### config.mk
export PLATFORM = sky130hd
export DESIGN_NAME = commit_trace_fifo
export DESIGN_NICKNAME = d
export VERILOG_FILES = /design/src/rtl/commit_trace_fifo.sv
export SDC_FILE = /design/constraint.sdc
export NUM_CORES = 1
export LEC_CHECK = 0
export BUFFER_PORTS_ARGS = -buffer_cell sky130_fd_sc_hd__buf_2
export CAP_MARGIN = 20
export CORE_MARGIN = 2
export CORE_UTILIZATION = 60
export DETAILED_ROUTE_END_ITERATION = 6
export GPL_ROUTABILITY_DRIVEN = 0
export PLACE_DENSITY = 0.88
export SKIP_LAST_GASP = 1
export SLEW_MARGIN = 5
export SYNTH_ARGS = -nofsm -noshare
export SYNTH_HDL_FRONTEND = slang
export SYNTH_SLANG_ARGS = --single-unit
### constraint.sdc
create_clock -name clk -period 33.6 [get_ports clk]
set_input_delay 5.04 -clock clk [delete_from_list [all_inputs] [get_ports clk]]
set_output_delay 5.04 -clock clk [all_outputs]
set_load 0.03 [all_outputs]
### src/rtl/commit_trace_fifo.sv
// Commit-record trace buffer between writeback and the trace monitor; filters bubbles and x0 writes, tags sequence numbers.
// Optional feature: define COMMIT_TRACE_STALL_EN to drive a registered near-full backpressure request on StallReq.
module commit_trace_fifo #(
    parameter int              XLEN    = 32,
    parameter int              DEPTH   = 8,
    parameter logic [XLEN-1:0] LAST_PC = XLEN'(32'h2b4),
    parameter int              SEQ_W   = 32
) (
    input  logic             clk,
    input  logic             rstn,
    input  logic             CmtEn,
    input  logic [XLEN-1:0]  CmtPc,
    input  logic [31:0]      CmtIns,
    input  logic             CmtWbEn,
    input  logic [4:0]       CmtRd,
    input  logic [XLEN-1:0]  CmtWbData,
    output logic             TrValid,
    input  logic             TrReady,
    output logic [XLEN-1:0]  TrPc,
    output logic [31:0]      TrIns,
    output logic             TrWbEn,
    output logic [4:0]       TrRd,
    output logic [XLEN-1:0]  TrWbData,
    output logic [SEQ_W-1:0] TrSeq,
    output logic [15:0]      DropCnt,
    output logic             StallReq,
    output logic             Done,
    output logic             Drained
);

    localparam int PTR_W = $clog2(DEPTH);
    localparam int CNT_W = $clog2(DEPTH + 1);
    localparam logic [CNT_W-1:0] FULL_CNT = CNT_W'(DEPTH);

    logic [XLEN-1:0]  r_pc   [DEPTH];
    logic [31:0]      r_ins  [DEPTH];
    logic             r_wben [DEPTH];
    logic [4:0]       r_rd   [DEPTH];
    logic [XLEN-1:0]  r_data [DEPTH];
    logic [SEQ_W-1:0] r_tag  [DEPTH];

    logic [PTR_W-1:0] r_wr_ptr;
    logic [PTR_W-1:0] r_rd_ptr;
    logic [CNT_W-1:0] r_count;
    logic [SEQ_W-1:0] r_seq;
    logic [15:0]      r_drop_cnt;
    logic             r_done;
    logic             r_drained;

    logic             w_head_valid;
    logic             w_accept;
    logic             w_full;
    logic             w_pop;
    logic             w_push;
    logic             w_drop;
    logic [CNT_W-1:0] w_count_nxt;
    logic             w_done_nxt;

    assign w_head_valid = (r_count != '0);
    assign w_full       = (r_count == FULL_CNT);
    assign w_accept     = CmtEn && (CmtPc != '0) && !r_done;
    assign w_pop        = w_head_valid && TrReady;
    // A pop in the same cycle frees the slot, so a full buffer still takes the push.
    assign w_push       = w_accept && (!w_full || w_pop);
    assign w_drop       = w_accept && w_full && !w_pop;

    // Occupancy and completion next-state.
    always_comb begin
        w_count_nxt = r_count;
        w_done_nxt  = r_done || (w_accept && (CmtPc == LAST_PC));
        case ({w_push, w_pop})
            2'b10:   w_count_nxt = r_count + CNT_W'(1);
            2'b01:   w_count_nxt = r_count - CNT_W'(1);
            default: w_count_nxt = r_count;
        endcase
    end

    // Record storage; slot contents need no reset.
    always_ff @(posedge clk) begin
        if (w_push) begin
            r_pc[r_wr_ptr]   <= CmtPc;
            r_ins[r_wr_ptr]  <= CmtIns;
            r_wben[r_wr_ptr] <= CmtWbEn && (CmtRd != 5'd0);
            r_rd[r_wr_ptr]   <= CmtRd;
            r_data[r_wr_ptr] <= CmtWbData;
            r_tag[r_wr_ptr]  <= r_seq;
        end
    end

    // Pointers, count, sequence, drop counter and end-of-program flags.
    always_ff @(posedge clk) begin
        if (!rstn) begin
            r_wr_ptr   <= '0;
            r_rd_ptr   <= '0;
            r_count    <= '0;
            r_seq      <= '0;
            r_drop_cnt <= 16'd0;
            r_done     <= 1'b0;
            r_drained  <= 1'b0;
        end else begin
            if (w_push) begin
                r_wr_ptr <= r_wr_ptr + PTR_W'(1);
            end
            if (w_pop) begin
                r_rd_ptr <= r_rd_ptr + PTR_W'(1);
            end
            // Dropped records still consume a tag so the sink can see the gap.
            if (w_accept) begin
                r_seq <= r_seq + SEQ_W'(1);
            end
            if (w_drop && (r_drop_cnt != 16'hFFFF)) begin
                r_drop_cnt <= r_drop_cnt + 16'd1;
            end
            r_count   <= w_count_nxt;
            r_done    <= w_done_nxt;
            r_drained <= w_done_nxt && (w_count_nxt == '0);
        end
    end

`ifdef COMMIT_TRACE_STALL_EN
    localparam logic [CNT_W-1:0] STALL_CNT = CNT_W'(DEPTH - 1);
    logic r_stall;

    // Near-full backpressure, one cycle behind the occupancy it reflects.
    always_ff @(posedge clk) begin
        if (!rstn) begin
            r_stall <= 1'b0;
        end else begin
            r_stall <= (r_count >= STALL_CNT);
        end
    end

    assign StallReq = r_stall;
`else
    assign StallReq = 1'b0;
`endif

    // Head fields read as zero while empty so reset shows an all-zero interface.
    assign TrValid  = w_head_valid;
    assign TrPc     = w_head_valid ? r_pc[r_rd_ptr]   : '0;
    assign TrIns    = w_head_valid ? r_ins[r_rd_ptr]  : 32'd0;
    assign TrWbEn   = w_head_valid ? r_wben[r_rd_ptr] : 1'b0;
    assign TrRd     = w_head_valid ? r_rd[r_rd_ptr]   : 5'd0;
    assign TrWbData = w_head_valid ? r_data[r_rd_ptr] : '0;
    assign TrSeq    = w_head_valid ? r_tag[r_rd_ptr]  : '0;
    assign DropCnt  = r_drop_cnt;
    assign Done     = r_done;
    assign Drained  = r_drained;

endmodule
==> impl_metrics.toml <==
[run_status]
status = "complete, no violations"

[min_path]
hold_class = "reg -> reg"

[setup_path]
critPathCaptureType = "output pin"
worstSetupPathType = "reg -> out"
r2r_slack_ns = 28.93
path_max_fanout = 121
crit_required_ns = 28.56
arrival_ns = 5.07
cp-endpoint = "TrPc[30]"
worstReg2RegEnd = "r_tag[7][26]$_DFFE_PP_"
r2r-start = "Done$_SDFF_PN0_"
rr_worst_depth = 8
cp-start-kind = "flip-flop"

[synth]
syn_inst = 2075
synth_cell_types = 56
ys_seq_area_share_pct = 76.58
netlist_area_mm2 = 0.04368
synth_area_per_cell_um2 = 21.05
ys_ff_latch = 1135
synth_edf_count = 1072
async_flop_share_pct = 0
yosys_warnings = 0
synthFlopType = "edfxtp_1"
syn_nets = 2188

[drt]
post-route-drc-count = 0
drt-vias-per-instance = 6.332
drt_pass1_iterations = 7
drt_wl_total_um = 93410
drt_iter0_drc = 2375
vias = 21610
antenna_left = 0
post_drt_wl_per_cell_um = 27.38

[timing]
setup_viol = 0
clock.fmax_ghz = 0.09894
rsz0062_at_grt = "false"
relSlewSlack_pct = 26.73
finalSetupTns_ns = 0
worst_clock_skew_ns = 0.02507
slew_viol_final = 0
min_period_over_period_pct = 30.08
finalHoldViolations = 0
fin_crit_ns = 10.11
tightest_slew_ns = 1.099

[clock_network]
cts_tree = "yes"
postCtsResizedCells = 0
clock_latency_ns = 0.68
clkSinkCount = 1135
cts_root_buf = "clkbuf_16"
postCtsSetupRepairBufs = 0
clk_pin_slew_ns = 0.06
cts_max_path_buffers = 3
cts_buffers = 106
cts-hold-fix-buffers = 0
htreeDepth = 3

[floorplan]
io_pins = 260
die_width_um = 273.8
coreArea_mm2 = 0.07173
start_util_pct = 60.90
die-height_um = 273.8
die_area_mm2 = 0.07498
std_cell_rows = 98

[global_routing]
grt_pass1_vias = 22730
grt_first_pass_wirelength_um = 139400
antenna_found_initial = 6
globalRoute.totalOverflow = 0
grt_max_degree = 163
grtUsageTotal_pct = 25.13

[power_and_ir_drop]
p_leak_uw = 0.01591
powerDensity_mw_per_mm2 = 78.82
vdd_drop_max_v = 0.00007968

[placement]
dp_hpwl_um = 49670
place_area_mm2 = 0.04605
port_buffers = 258

[finish]
area_growth_pct = 13.40
final_nets = 2486
fin_area_mm2 = 0.04953
n_antenna_cell = 0
layout_commonest_cell = "edfxtp_1"
fillers = 4161
layout_common_cells = "edfxtp_1 (1072), mux4_2 (268), buf_2 (258)"
final_util_pct = 69.05
drive_gt1_share_pct = 30.42

[run]
max_cap_viol_count = 0
critical path, stage by stage, from the launching register on:
cell     delay [ns]
dfxtp_4        0.91
buf_12         0.77
buf_4          0.48
buf_16         0.32
buf_4          0.32
buf_16         0.34
mux4_2         0.57
mux2i_1        0.21
nor2_1         0.06
buf_2          0.21
where the power goes:
| group | total [µW] | switching (µW) | internal [µW] |
|---|---|---|---|
| logic | 1090 | 689 | 396 |
| registers | 1650 | 39.0 | 1610 |
| clock network | 1170 | 507 | 666 |
worst min path at each step:
stage                                   startpoint         to  slack (ns)  cells past startpoint
final                     r_rd_ptr[1]$_SDFFE_PN0N_  flip-flop        0.49                      2
after global routing      r_rd_ptr[1]$_SDFFE_PN0N_  flip-flop        0.54                      2
after CTS                 r_rd_ptr[1]$_SDFFE_PN0N_  flip-flop        0.48                      2
after detailed placement  r_rd_ptr[1]$_SDFFE_PN0N_  flip-flop        0.48                      2
after global placement    r_rd_ptr[1]$_SDFFE_PN0N_  flip-flop        0.47                      2
after floorplan           r_rd_ptr[1]$_SDFFE_PN0N_  flip-flop        0.45                      2
state kept, by name (all words and copies together), names as in the netlist, 4 cells and up, named ones only:
register,count
r_data,256
r_ins,256
r_pc,256
r_tag,256
r_rd,40
r_seq,32
DropCnt,16
r_wben,8
r_count,4
synth_stat cells (6+ instances only):
cell type / number / area share [%]
inv_1: 8 / 0.069
buf_2: 23 / 0.26
nand2_1: 39 / 0.34
dfxtp_1: 63 / 2.9
mux2i_1: 145 / 3.3
nor2_1: 180 / 1.5
nand2b_1: 12 / 0.17
a21oi_1: 13 / 0.15
ha_1: 6 / 0.17
clkbuf_1: 57 / 0.49
xnor2_1: 19 / 0.38
nor3_2: 6 / 0.14
nand3_1: 25 / 0.29
buf_1: 19 / 0.16
and3_1: 7 / 0.10
o21ai_0: 8 / 0.092
or3_1: 7 / 0.10
xor2_1: 14 / 0.28
nor4_1: 14 / 0.20
nor3_1: 10 / 0.11
mux4_2: 268 / 14
nand4_1: 16 / 0.23
edfxtp_1: 1072 / 74
cell type report:
type | instances | area [µm²] | share of cell area (%)
inverters | 10 | 37.54 | 0.07578
repair buffers | 294 | 1627 | 3.284
clock buffers | 132 | 2781 | 5.615
clock inverters | 65 | 644.4 | 1.301
flip-flops and latches | 1135 | 33460 | 67.56
multi-input cells | 826 | 9792 | 19.77
well taps | 950 | 1189 | 2.400
routing by layer:
metal,vias up,GRT usage (%),wire (µm)
li1,9056,-,-
met1,11330,33.52,35460
met2,1041,42.70,48540
met3,172,4.377,6990
met4,12,8.024,2345
met5,-,0,67
cells by family after synthesis:
group | Yosys count | synth area share [%]
AND/OR/NAND/NOR | 335 | 3.592
adder cells (fa/ha/maj) | 7 | 0.2177
other | 1 | 0.008585
multiplexers | 415 | 17.23
flip-flops | 1135 | 76.58
AO/OA/AOI/OAI | 35 | 0.5786
XOR/XNOR | 33 | 0.6617
buffers and inverters | 114 | 1.134
per-stage QoR:
step | hold WS, ns | total power (µW) | std cells | worst slack, ns
after floorplan | 0.4541 | 2461 | 2075 | 13.72
after global placement | 0.4658 | 2729 | 3213 | 23.54
after detailed placement | 0.4757 | 2756 | 3213 | 23.39
after CTS | 0.4843 | 3930 | 3410 | 22.66
after global routing | 0.5398 | 4039 | 3412 | 22.95
final | 0.4864 | 3905 | 3412 | 23.49
Power figures use the tool's default switching activity.
